===== src/rtl/seg7_pkg.sv =====
// Shared constants and the hex-to-seven-segment table for the scan driver.
package seg7_pkg;

    localparam int SEG_W  = 8;
    localparam int DIGITS = 8;
    localparam int NIB_W  = 4;

    // Segment masks, bit order {dp,g,f,e,d,c,b,a}
    localparam logic [SEG_W-1:0] SEG_A  = 8'h01;
    localparam logic [SEG_W-1:0] SEG_B  = 8'h02;
    localparam logic [SEG_W-1:0] SEG_C  = 8'h04;
    localparam logic [SEG_W-1:0] SEG_D  = 8'h08;
    localparam logic [SEG_W-1:0] SEG_E  = 8'h10;
    localparam logic [SEG_W-1:0] SEG_F  = 8'h20;
    localparam logic [SEG_W-1:0] SEG_G  = 8'h40;
    localparam logic [SEG_W-1:0] SEG_DP = 8'h80;

    // Hex digit to active-high segment pattern; the decimal point is never lit.
    function automatic logic [SEG_W-1:0] hex7(input logic [NIB_W-1:0] nib);
        logic [SEG_W-1:0] s;
        case (nib)
            4'h0: s = SEG_A | SEG_B | SEG_C | SEG_D | SEG_E | SEG_F;
            4'h1: s = SEG_B | SEG_C;
            4'h2: s = SEG_A | SEG_B | SEG_D | SEG_E | SEG_G;
            4'h3: s = SEG_A | SEG_B | SEG_C | SEG_D | SEG_G;
            4'h4: s = SEG_B | SEG_C | SEG_F | SEG_G;
            4'h5: s = SEG_A | SEG_C | SEG_D | SEG_F | SEG_G;
            4'h6: s = SEG_A | SEG_C | SEG_D | SEG_E | SEG_F | SEG_G;
            4'h7: s = SEG_A | SEG_B | SEG_C;
            4'h8: s = SEG_A | SEG_B | SEG_C | SEG_D | SEG_E | SEG_F | SEG_G;
            4'h9: s = SEG_A | SEG_B | SEG_C | SEG_D | SEG_F | SEG_G;
            4'hA: s = SEG_A | SEG_B | SEG_C | SEG_E | SEG_F | SEG_G;
            4'hB: s = SEG_C | SEG_D | SEG_E | SEG_F | SEG_G;
            4'hC: s = SEG_A | SEG_D | SEG_E | SEG_F;
            4'hD: s = SEG_B | SEG_C | SEG_D | SEG_E | SEG_G;
            4'hE: s = SEG_A | SEG_D | SEG_E | SEG_F | SEG_G;
            default: s = SEG_A | SEG_E | SEG_F | SEG_G;
        endcase
        return s & ~SEG_DP;
    endfunction

endpackage


===== src/rtl/hex_to_seg7.sv =====
// Combinational nibble decoder feeding the segment output register.
module hex_to_seg7
    import seg7_pkg::*;
(
    input  logic [NIB_W-1:0] nib,
    output logic [SEG_W-1:0] seg
);

    // Pure table lookup, no state
    assign seg = hex7(nib);

endmodule


===== src/rtl/seg7_scan_driver.sv =====
// Eight-digit multiplexed seven-segment driver with per-frame snapshot,
// leading-zero blanking and a dark guard interval at the start of each slot.
module seg7_scan_driver
    import seg7_pkg::*;
#(
    parameter int CLK_HZ       = 100_000_000,
    parameter int SCAN_HZ      = 1_000,
    parameter int GUARD_CYCLES = 16,
    parameter int LZ_BLANK     = 1
) (
    input  logic                    clk,
    input  logic                    reset,
    input  logic [DIGITS*NIB_W-1:0] seg_data,
    input  logic                    disp_en,
    output logic [DIGITS-1:0]       seg_an,
    output logic [SEG_W-1:0]        seg_out,
    output logic                    frame_tick
);

    localparam int DIV   = CLK_HZ / SCAN_HZ;
    localparam int CNT_W = (DIV > 1) ? $clog2(DIV) : 1;
    localparam int IDX_W = $clog2(DIGITS);

    localparam logic [CNT_W-1:0] CNT_LAST = CNT_W'(DIV - 1);
    localparam logic [CNT_W-1:0] GUARD_C  = CNT_W'(GUARD_CYCLES);
    localparam logic [IDX_W-1:0] IDX_LAST = IDX_W'(DIGITS - 1);

    // A slot must leave at least one lit cycle after the guard interval
    generate
        if (DIV <= GUARD_CYCLES) begin : g_bad_div
            $error("seg7_scan_driver: CLK_HZ/SCAN_HZ must exceed GUARD_CYCLES");
        end
    endgenerate

    logic [CNT_W-1:0]        cnt;
    logic [IDX_W-1:0]        idx;
    logic [DIGITS*NIB_W-1:0] snap;
    logic [DIGITS-1:0]       blank_vec;
    logic [NIB_W-1:0]        nib_p0;
    logic [SEG_W-1:0]        seg_dec_p0;
    logic                    show_p0;

    // Digit k is a leading zero when it and every more significant nibble are zero
    always_comb begin
        blank_vec = '0;
        for (int k = 0; k < DIGITS; k++) begin
            blank_vec[k] = (LZ_BLANK != 0) && (k != 0) &&
                           ((snap >> (NIB_W * k)) == '0);
        end
    end

    assign nib_p0  = snap[NIB_W*idx +: NIB_W];
    assign show_p0 = disp_en && (cnt >= GUARD_C) && !blank_vec[idx];

    hex_to_seg7 u_dec (
        .nib (nib_p0),
        .seg (seg_dec_p0)
    );

    // Slot counter, digit index and frame snapshot taken on the last cycle of digit 7
    always_ff @(posedge clk or negedge reset) begin
        if (!reset) begin
            cnt        <= '0;
            idx        <= '0;
            snap       <= '0;
            frame_tick <= 1'b0;
        end else begin
            frame_tick <= (cnt == CNT_LAST) && (idx == IDX_LAST);
            if (cnt == CNT_LAST) begin
                cnt <= '0;
                idx <= idx + 1'b1;
                if (idx == IDX_LAST) begin
                    snap <= seg_data;
                end
            end else begin
                cnt <= cnt + 1'b1;
            end
        end
    end

    // Registered digit enable and segment pattern, one cycle behind cnt/idx
    always_ff @(posedge clk or negedge reset) begin
        if (!reset) begin
            seg_an  <= '0;
            seg_out <= '0;
        end else begin
            seg_an  <= show_p0 ? (DIGITS'(1) << idx) : '0;
            seg_out <= show_p0 ? seg_dec_p0 : '0;
        end
    end

endmodule

===== config.mk =====
export PLATFORM = sky130hd
export DESIGN_NAME = seg7_scan_driver
export DESIGN_NICKNAME = d
export VERILOG_FILES = /design/src/rtl/seg7_pkg.sv /design/src/rtl/hex_to_seg7.sv /design/src/rtl/seg7_scan_driver.sv
export SDC_FILE = /design/constraint.sdc
export NUM_CORES = 1
export LEC_CHECK = 0
export CORE_MARGIN = 5
export CORE_UTILIZATION = 53
export DETAILED_ROUTE_END_ITERATION = 12
export GPL_TIMING_DRIVEN = 1
export PLACE_DENSITY = 0.76
export REMOVE_ABC_BUFFERS = 1
export SLEW_MARGIN = 20
export SYNTH_ARGS = -nofsm -noshare
export SYNTH_HDL_FRONTEND = slang
export SYNTH_SLANG_ARGS = --single-unit

===== constraint.sdc =====
create_clock -name clk -period 5.4 [get_ports clk]
set_input_delay 0.54 -clock clk [delete_from_list [all_inputs] [get_ports clk]]
set_output_delay 0.54 -clock clk [all_outputs]
set_load 0.03 [all_outputs]

==> results.yml, run 1 <==
status:
  status: "finished clean"
setup_path:
  crit_fanout: 15
  endpoint_kind: "flip-flop"
  required_ns: 5.66
  crit_path_top_delay_cell: "dfrtp_1"
  slowest_delay_ns: 0.72
  path_class: "reg2reg"
  critPathLaunchType: "flip-flop"
  critPathTopFamily: "multiplexers"
  reg2reg_depth: 5
  cp_cell_sequence: "mux4_2 > mux2_2 > ha_1 > or3_1 > a31oi_1"
  critPathArrivalTime_ns: 2.78
  cp.depth: 5
  path_buf_inv: 0
floorplanning:
  die_area_mm2: 0.00783
  fp.dieH_um: 88.5
  row_count: 28
  die_w_um: 88.5
  pin_count: 52
  initial_core_util_pct: 54.8
  coreArea_mm2: 0.00596
logic_synthesis:
  synth_flop_cell: "dfrtp_1"
  synth.most_common_cell: "dfrtp_1"
  ys_ff_latch: 68
  synth_edf_count: 0
  ys_top_cells_by_area: "dfrtp_1, mux2_1, mux4_2"
  synth_area_mm2: 0.00326
  yosysWarnings: 0
  synth_commonest_cells: "dfrtp_1, mux2_1, nor2_1"
  synth.avg_cell_area_um2: 12.7
  yosys.cell_types.count: 40
  synthArstFlopShare_pct: 100
  yosysSeqAreaShare_pct: 52.1
  syn_inst: 257
  synth_top_area_share_pct: 52.1
  synth_top_cell_by_area: "dfrtp_1"
grt:
  antenna_found_initial: 0
  overflow: 0
  track_usage_pct: 18.3
  grt_pass1_wl_mm: 10.9
  grt_pass1_vias: 2226
  grt_max_degree: 69
cts:
  htreeDepth: 3
  cts_tree: "done"
  clock_sinks: 68
  root_buffer: "clkbuf_8"
  insertion_delay_ns: 0.34
  post_cts_resized: 0
  cts_setup_buffers: 0
  cts.path.max_buffers: 2
  cts_hold_buffers: 0
  clk_pin_slew_ns: 0.08
  numCtsBuffers: 9
timing:
  tightest_slew_ns: 0.845
  timing.clock.skew_ns: 0.0100
  hold_viol: 0
  rsz0062_at_grt: "no"
  setup_viol: 0
  slew_violations: 0
  relSlewSlack_pct: 43.3
  layout_setup_ws_ns: 2.88
  period_needed_ns: 2.52
  post-route-period-util_pct: 46.7
  fmaxAchievable_mhz: 396
  setup_tns_ns: 0
  timing.hold.ws_ns: 0.365
drt:
  dr.pass1.iters: 4
  routed_wirelength_mm: 6.24
  postRouteAntennaNets: 0
  drt-initial-drc-count: 127
  viasPerCell: 5.49
  avgRoutedWirePerCell_um: 15.8
  num_vias: 2165
  drcViolationCount: 0
placement:
  gp_congestion: 0.789
  place_hpwl_mm: 4.47
  numPortBuffers: 50
  place_area_mm2: 0.00384
  pre_cts_ws_ns: 2.88
power_and_ir_drop:
  vdd_drop_max_uv: 161
  p_per_area_mw_per_mm2: 270
  power.leakage_nw: 1.98
finish:
  fin_util_pct: 68.9
  fillers: 457
  seq_area_mm2: 0.00170
  multiInputGateArea_mm2: 0.00149
  drive_gt1_share_pct: 11.9
  final_nets: 363
  syn_to_final_growth_pct: 25.7
  design_area_mm2: 0.00410
  antennaDiodeCount: 0
job:
  cap_violations: 0
hold_path:
  hold_path.class: "in2async"
## worst register-to-register path, cell delays in order (launching register included)
cell	delay (ns)
dfrtp_1	0.72
mux4_2	0.58
mux2_2	0.33
ha_1	0.27
or3_1	0.38
a31oi_1	0.17
## final timing paths
check                                    from              endpoint  slack [ns]
setup / recovery           idx[2]$_DFFE_PN0N_  seg_out[0]$_DFF_PN0_        2.88
hold / removal                          reset      cnt[2]$_DFF_PN0_        0.37
setup reg to reg           idx[2]$_DFFE_PN0N_  seg_out[0]$_DFF_PN0_        2.88
hold reg to reg              cnt[6]$_DFF_PN0_      cnt[6]$_DFF_PN0_        0.50
max in group asynchronous               reset  snap[16]$_DFFE_PN0P_        4.45
min in group clk             cnt[6]$_DFF_PN0_      cnt[6]$_DFF_PN0_        0.50
## registers in the layout, summed over array words and instances (netlist names)
register    count
frame_tick      1
snap           32
idx             3
cnt            17
seg_out         7
seg_an          8
## placed cells by master, fill, tap and decap left out, types with 4 or more instances in the layout
cell,n
a211oi_1,4
and3_1,8
bufinv_16,4
clkbuf_8,9
clkdlybuf4s50_1,49
dfrtp_1,68
ha_1,14
inv_1,10
mux2_1,29
mux2_2,4
mux2i_1,5
mux4_2,8
nand2_1,14
nand3_1,6
nand4_1,4
nor2_1,17
nor3_1,4
nor4_1,6
o21ai_0,4
xnor2_1,10
xor2_1,6
## stage by stage
stage               instances  power [mW]
finish                    394        1.11
detailed placement        378       0.574
CTS                       394        1.12
floorplan                 250       0.532
global placement          378       0.574
global route              394        1.14
## layer usage
layer	routed length [um]	global-route usage, %
met5	0	0
met4	124	7.28
met3	345	4.84
met2	3050	29.1
met1	2720	23.9
## report_power, final
group          total [mW]  internal [mW]  switching [mW]
combinational      0.0506         0.0277          0.0229
sequential          0.512          0.512        0.000704
clock               0.544          0.352           0.191
## cell type report
class	instances	share of cell area, %
multi-input combinational	171	36.2
clock buffer	9	3.02
clock inverter	7	3.39
tap	75	2.29
sequential	68	41.5
inverter	11	1.01
timing repair buffer	53	12.6
## logic make-up (layout without fill, tap and decap cells)
kind of cell | after synthesis | count (layout) | synth area share, %
other cells | 1 | 1 | 0.115
flops | 68 | 68 | 52.1
compound gates | 19 | 19 | 3.87
simple gates | 73 | 73 | 12.0
mux | 48 | 48 | 19.8
buf+inv | 18 | 80 | 2.38
fa+ha+maj | 14 | 14 | 5.37
xor+xnor | 16 | 16 | 4.29
No activity file was read; power rests on OpenSTA's default activity.
==> run 2, diff against run 1 <==
- CORE_UTILIZATION: 53 -> 48
- PLACE_DENSITY: 0.76 -> 0.73
- clock period: 5.4 -> 2.2 ns (I/O delays scaled with it)
==> run 2 against run 1 <==
  * Fmax is 20% higher
  * Clock power is 91% higher
  * First-iteration DRC count is 26% lower
  * Routed wire length is 3.2% higher
  * Cell area is 1.7% higher
  * Die area is 9.2% higher
  * Worst setup slack worse by 2.8 ns
  * Global-route usage is 2.0 points lower
  * Clock skew is 0.00076 ns higher
  * Register-to-register slack worse by 2.8 ns
  * Sequential power is 150% higher
  * Core utilization is 6.8 points lower
==> results.yml, run 2 (synthesis gave the netlist of run 1 again) <==
status:
  status: "finished clean"
floorplanning:
  row_count: 30
  coreArea_mm2: 0.00672
  initial_core_util_pct: 48.6
  die_w_um: 92.5
  die_area_mm2: 0.00855
  fp.dieH_um: 92.5
  pin_count: 52
timing:
  setup_tns_ns: 0
  setup_viol: 0
  relSlewSlack_pct: 59.3
  hold_viol: 0
  slew_violations: 0
  fmaxAchievable_mhz: 477
  tightest_slew_ns: 0.606
  rsz0062_at_grt: "yes"
  timing.clock.skew_ns: 0.0108
  period_needed_ns: 2.10
  post-route-period-util_pct: 95.3
finish:
  multiInputGateArea_mm2: 0.00149
  mostFrequentLayoutCell: "dfrtp_1"
  top_regs: "snap: 32 flops, cnt: 17 flops, seg_an: 8 flops"
  largest_register: "snap"
  drive_gt1_share_pct: 14.6
  fin_util_pct: 62.1
  final_nets: 372
  antennaDiodeCount: 0
  fillers: 536
  syn_to_final_growth_pct: 27.8
  layout_common_cells: "dfrtp_1, clkdlybuf4s50_1, mux2_1"
  largest_register_ffs: 32
  seq_area_mm2: 0.00170
cts:
  htreeDepth: 3
  root_buffer: "clkbuf_8"
  clock_sinks: 68
  cts_tree: "done"
  insertion_delay_ns: 0.34
  cts.path.max_buffers: 2
  numCtsBuffers: 9
  clk_pin_slew_ns: 0.07
power_and_ir_drop:
  vdd_drop_max_uv: 341
  power.leakage_nw: 2.01
  p_per_area_mw_per_mm2: 581
setup_path:
  critPathLaunchType: "flip-flop"
  crit_fanout: 10
  required_ns: 2.46
  r2r-start: "idx[0]$_DFFE_PN0N_"
  critPathArrivalTime_ns: 2.36
  path_class: "reg2reg"
  endpoint_kind: "flip-flop"
  crit_start: "idx[0]$_DFFE_PN0N_"
  reg2reg_depth: 6
drt:
  routed_wirelength_mm: 6.44
  avgRoutedWirePerCell_um: 15.8
  postRouteAntennaNets: 0
  drt-initial-drc-count: 94
  drcViolationCount: 0
  num_vias: 2200
  viasPerCell: 5.39
  dr.pass1.iters: 4
grt:
  grt_pass1_vias: 2193
  antenna_found_initial: 0
  track_usage_pct: 16.3
  overflow: 0
  grt_max_degree: 69
  grt_pass1_wl_mm: 10.8
placement:
  numPortBuffers: 50
  place_hpwl_mm: 4.61
  gp_congestion: 0.811
job:
  cap_violations: 0
hold_path:
  hold_path.class: "in2async"
[run 2: cell types whose count changed in the layout (fill, tap and decap cells not counted), sizes merged]
cell	delta
dlygate4sd3	+1
buf	+7
bufinv	-3
clkinv	-1
clkinvlp	+1
clkbuf	+4
[run 2: worst max-delay path, cell delays in order, from the launching register on]
cell,delay (ns)
dfrtp_2,0.44
buf_4,0.19
mux4_2,0.29
mux2_2,0.33
ha_1,0.22
or3_1,0.36
a31oi_1,0.19
[run 2: timing repair]
item,in CTS,in global routing
buffers inserted,0,1
gates resized for setup,0,5
hold endpoints to repair,68,0
hold buffers,1,0
setup endpoints to repair,0,37
[run 2: layer usage]
metal / global-route usage (%) / routed length [um] / vias up / share of wire [%]
met1: 21.2 / 2840 / 1092 / 44
met4: 6.31 / 106 / 0 / 1.6
met3: 4.39 / 357 / 8 / 5.5
met5: 0 / 0 / - / 0
li1: - / - / 1051 / -
met2: 26.0 / 3130 / 49 / 49
[run 2: stage by stage]
| step | hold WS [ns] | cells | instance area [um2] | power (mW) | worst slack [ns] |
|---|---|---|---|---|---|
| floorplan | -0.0756 | 250 | 3230 | 1.31 | -0.627 |
| global placement | 0.262 | 389 | 3920 | 1.41 | 0.113 |
| detailed placement | 0.264 | 389 | 3920 | 1.41 | 0.0216 |
| CTS | 0.438 | 406 | 4130 | 2.45 | 0.0173 |
| global route | 0.459 | 408 | 4170 | 2.52 | -0.00841 |
| finish | 0.407 | 408 | 4170 | 2.42 | 0.104 |
[run 2: path summary, 6_finish.rpt]
path	end	slack, ns
setup / recovery	seg_out[0]$_DFF_PN0_	0.10
hold / removal	cnt[15]$_DFF_PN0_	0.41
setup reg to reg	seg_out[0]$_DFF_PN0_	0.10
hold reg to reg	cnt[6]$_DFF_PN0_	0.50
max in group asynchronous	idx[2]$_DFFE_PN0N_	1.44
min in group clk	snap[8]$_DFFE_PN0P_	0.48
[run 2: layout make-up]
class / instances / area share (%)
clock buffer: 12 / 3.72
clock inverter: 4 / 1.14
inverter: 11 / 0.990
multi-input combinational: 171 / 35.6
sequential: 68 / 40.8
tap: 80 / 2.40
timing repair buffer: 62 / 15.3
[run 2: where the power goes]
| part | internal, mW | total (mW) | switching, mW | leakage [nW] |
|---|---|---|---|---|
| Clock | 0.582 | 1.04 | 0.456 | 0.102 |
| Combinational | 0.0717 | 0.128 | 0.0563 | 0.991 |
| Sequential | 1.26 | 1.26 | 0.00138 | 0.916 |
==> run 3, diff against run 2 <==
- CORE_UTILIZATION: 48 -> 53
- DONT_BUFFER_PORTS: not set -> 1
- PLACE_DENSITY: 0.73 -> 0.68
==> run 3 against run 2 <==
  * Non-clock buffer count shrank 35
  * First-iteration DRC count is 23% lower
  * Routed wire length up 0.20%
  * Global-route usage grew 1.9 points
  * Fmax rose by 0.67%
  * Register-to-register slack about the same
  * Total power is 7.2% lower
  * Sequential cell count is the same
  * Critical path type unchanged
  * Largest cell class unchanged
  * Largest power group unchanged
  * Highest routed layer unchanged
==> results.yml, run 3 (synthesis gave the netlist of run 1 again) <==
status:
  status: "finished clean"
timing:
  hold_viol: 0
  period_needed_ns: 2.08
  layout_setup_ws_ns: 0.118
  setup_tns_ns: 0
  setup_viol: 0
  rsz0062_at_grt: "no"
  timing.clock.skew_ns: 0.00742
  fmaxAchievable_mhz: 480
  tightest_slew_ns: 0.609
  slew_violations: 0
  relSlewSlack_pct: 59.2
  post-route-period-util_pct: 94.6
setup_path:
  crit_path_top_delay_cell: "mux4_2"
  cp_cell_sequence: "buf_4 > mux4_2 > mux2i_4 > nor2b_2 > or3_1 > a31oi_1"
  endpoint_kind: "flip-flop"
  critPathLaunchType: "flip-flop"
  critPathTopFamily: "multiplexers"
  slowest_delay_ns: 0.55
  crit_fanout: 7
  critPathArrivalTime_ns: 2.35
  cp.depth: 6
  cp-endpoint: "seg_out[0]$_DFF_PN0_"
  required_ns: 2.47
  path_buf_inv: 1
  r2r-start: "idx[2]$_DFFE_PN0N_"
  r2r-end: "seg_out[0]$_DFF_PN0_"
  reg2reg_depth: 6
  path_class: "reg2reg"
  rrSetupSlack_ns: 0.12
  crit_start: "idx[2]$_DFFE_PN0N_"
power_and_ir_drop:
  power.leakage_nw: 1.87
  clkPwrFrac_pct: 40.7
  p_comb_share_pct: 2.8
  p_per_area_mw_per_mm2: 596
  seqPwrFrac_pct: 56.6
  net-switching-power_uw: 505
  switching_share_pct: 22.4
  intPower_mw: 1.74
  vdd_drop_max_uv: 601
grt:
  grt_max_degree: 69
  grt_pass1_vias: 2144
  antenna_found_initial: 0
  overflow: 0
  grt_pass1_wl_mm: 10.5
  track_usage_pct: 18.2
cts:
  clk_pin_slew_ns: 0.07
  root_buffer: "clkbuf_8"
  insertion_delay_ns: 0.34
  cts.path.max_buffers: 2
  clock_sinks: 68
  numCtsBuffers: 9
  cts_setup_buffers: 0
  cts_tree: "done"
  htreeDepth: 3
finish:
  syn_to_final_growth_pct: 15.7
  final_nets: 337
  top_regs: "snap: 32 flops, cnt: 17 flops, seg_an: 8 flops"
  mostFrequentLayoutCell: "dfrtp_1"
  design_area_mm2: 0.00378
  largest_register: "snap"
  largest_register_ffs: 32
  antennaDiodeCount: 0
  layout_common_cells: "dfrtp_1, mux2_1, nor2_1"
  drive_gt1_share_pct: 16.8
placement:
  pre_cts_ws_ns: 0.0626
  gp_congestion: 0.789
  place_area_mm2: 0.00342
  place_hpwl_mm: 4.65
  numPortBuffers: 0
drt:
  viasPerCell: 5.54
  drt-initial-drc-count: 72
  avgRoutedWirePerCell_um: 17.6
  num_vias: 2033
  drcViolationCount: 0
  dr.pass1.iters: 4
  postRouteAntennaNets: 0
  routed_wirelength_mm: 6.45
floorplanning:
  fp.dieH_um: 88.5
  row_count: 28
  die_area_mm2: 0.00783
  pin_count: 52
  coreArea_mm2: 0.00596
  initial_core_util_pct: 54.8
  die_w_um: 88.5
job:
  cap_violations: 0
hold_path:
  hold_path.class: "in2reg"
-- run 3: worst register-to-register path: cells and delay by family, from the launching register on --
kind / cells / cell delay, ns
AOI/OAI and AO/OA: 1 / 0.16
buffers and inverters: 1 / 0.18
DFF: 1 / 0.42
muxes: 2 / 0.81
and+or+nand+nor: 2 / 0.44
-- run 3: final cells by class --
type,instances,area [um2]
Clock buffer,13,159
Tap cell,75,93.8
Sequential cell,68,1700
Multi-Input combinational cell,171,1500
Inverter,11,41.3
Fill cell,468,2180
Clock inverter,2,10.0
Timing Repair Buffer,27,274
-- run 3: layer usage --
layer | wire [um] | GRT usage (%) | vias up
met1 | 2800 | 21.5 | 987
met4 | 154 | 10.0 | 0
met5 | 0 | 0 | -
li1 | - | - | 973
met3 | 392 | 5.31 | 16
met2 | 3110 | 29.8 | 57
-- run 3: what timing repair did --
action / in CTS / in global routing
endpoints found under the hold margin: 81 / 0
hold buffers: 15 / 0
resized for setup: 0 / 6
setup endpoints to repair: 0 / 44
-- run 3: worst min-delay path by stage --
stage	startpoint	endpoint	slack (ns)	depth (start not counted)
floorplan	reset	cnt[0]$_DFF_PN0_	-0.08	0
global placement	reset	cnt[14]$_DFF_PN0_	-0.07	0
detailed placement	reset	cnt[12]$_DFF_PN0_	-0.07	0
CTS	seg_data[2]	snap[2]$_DFFE_PN0P_	0.0004	1
global route	seg_data[3]	snap[3]$_DFFE_PN0P_	0.002	1
finish	seg_data[28]	snap[28]$_DFFE_PN0P_	0.01	1
-- run 3: power by group through the flow --
stage / Combinational (mW) / Sequential, mW / Clock, mW
finish: 0.0620 / 1.27 / 0.915
CTS: 0.0642 / 1.27 / 0.927
detailed placement: 0.0138 / 1.30 / 0
floorplan: 0.0106 / 1.30 / 0
global placement: 0.0136 / 1.30 / 0
global route: 0.0718 / 1.27 / 0.978
-- run 3: through the flow --
stage / power [mW] / util [%] / hold slack (ns) / cells
finish: 2.25 / 63.4 / 0.0119 / 367
detailed placement: 1.31 / 57.5 / -0.0736 / 337
CTS: 2.26 / 63.2 / 0.000374 / 367
floorplan: 1.31 / - / -0.0756 / 250
global placement: 1.31 / 57.5 / -0.0738 / 337
global route: 2.32 / 63.4 / 0.00225 / 367
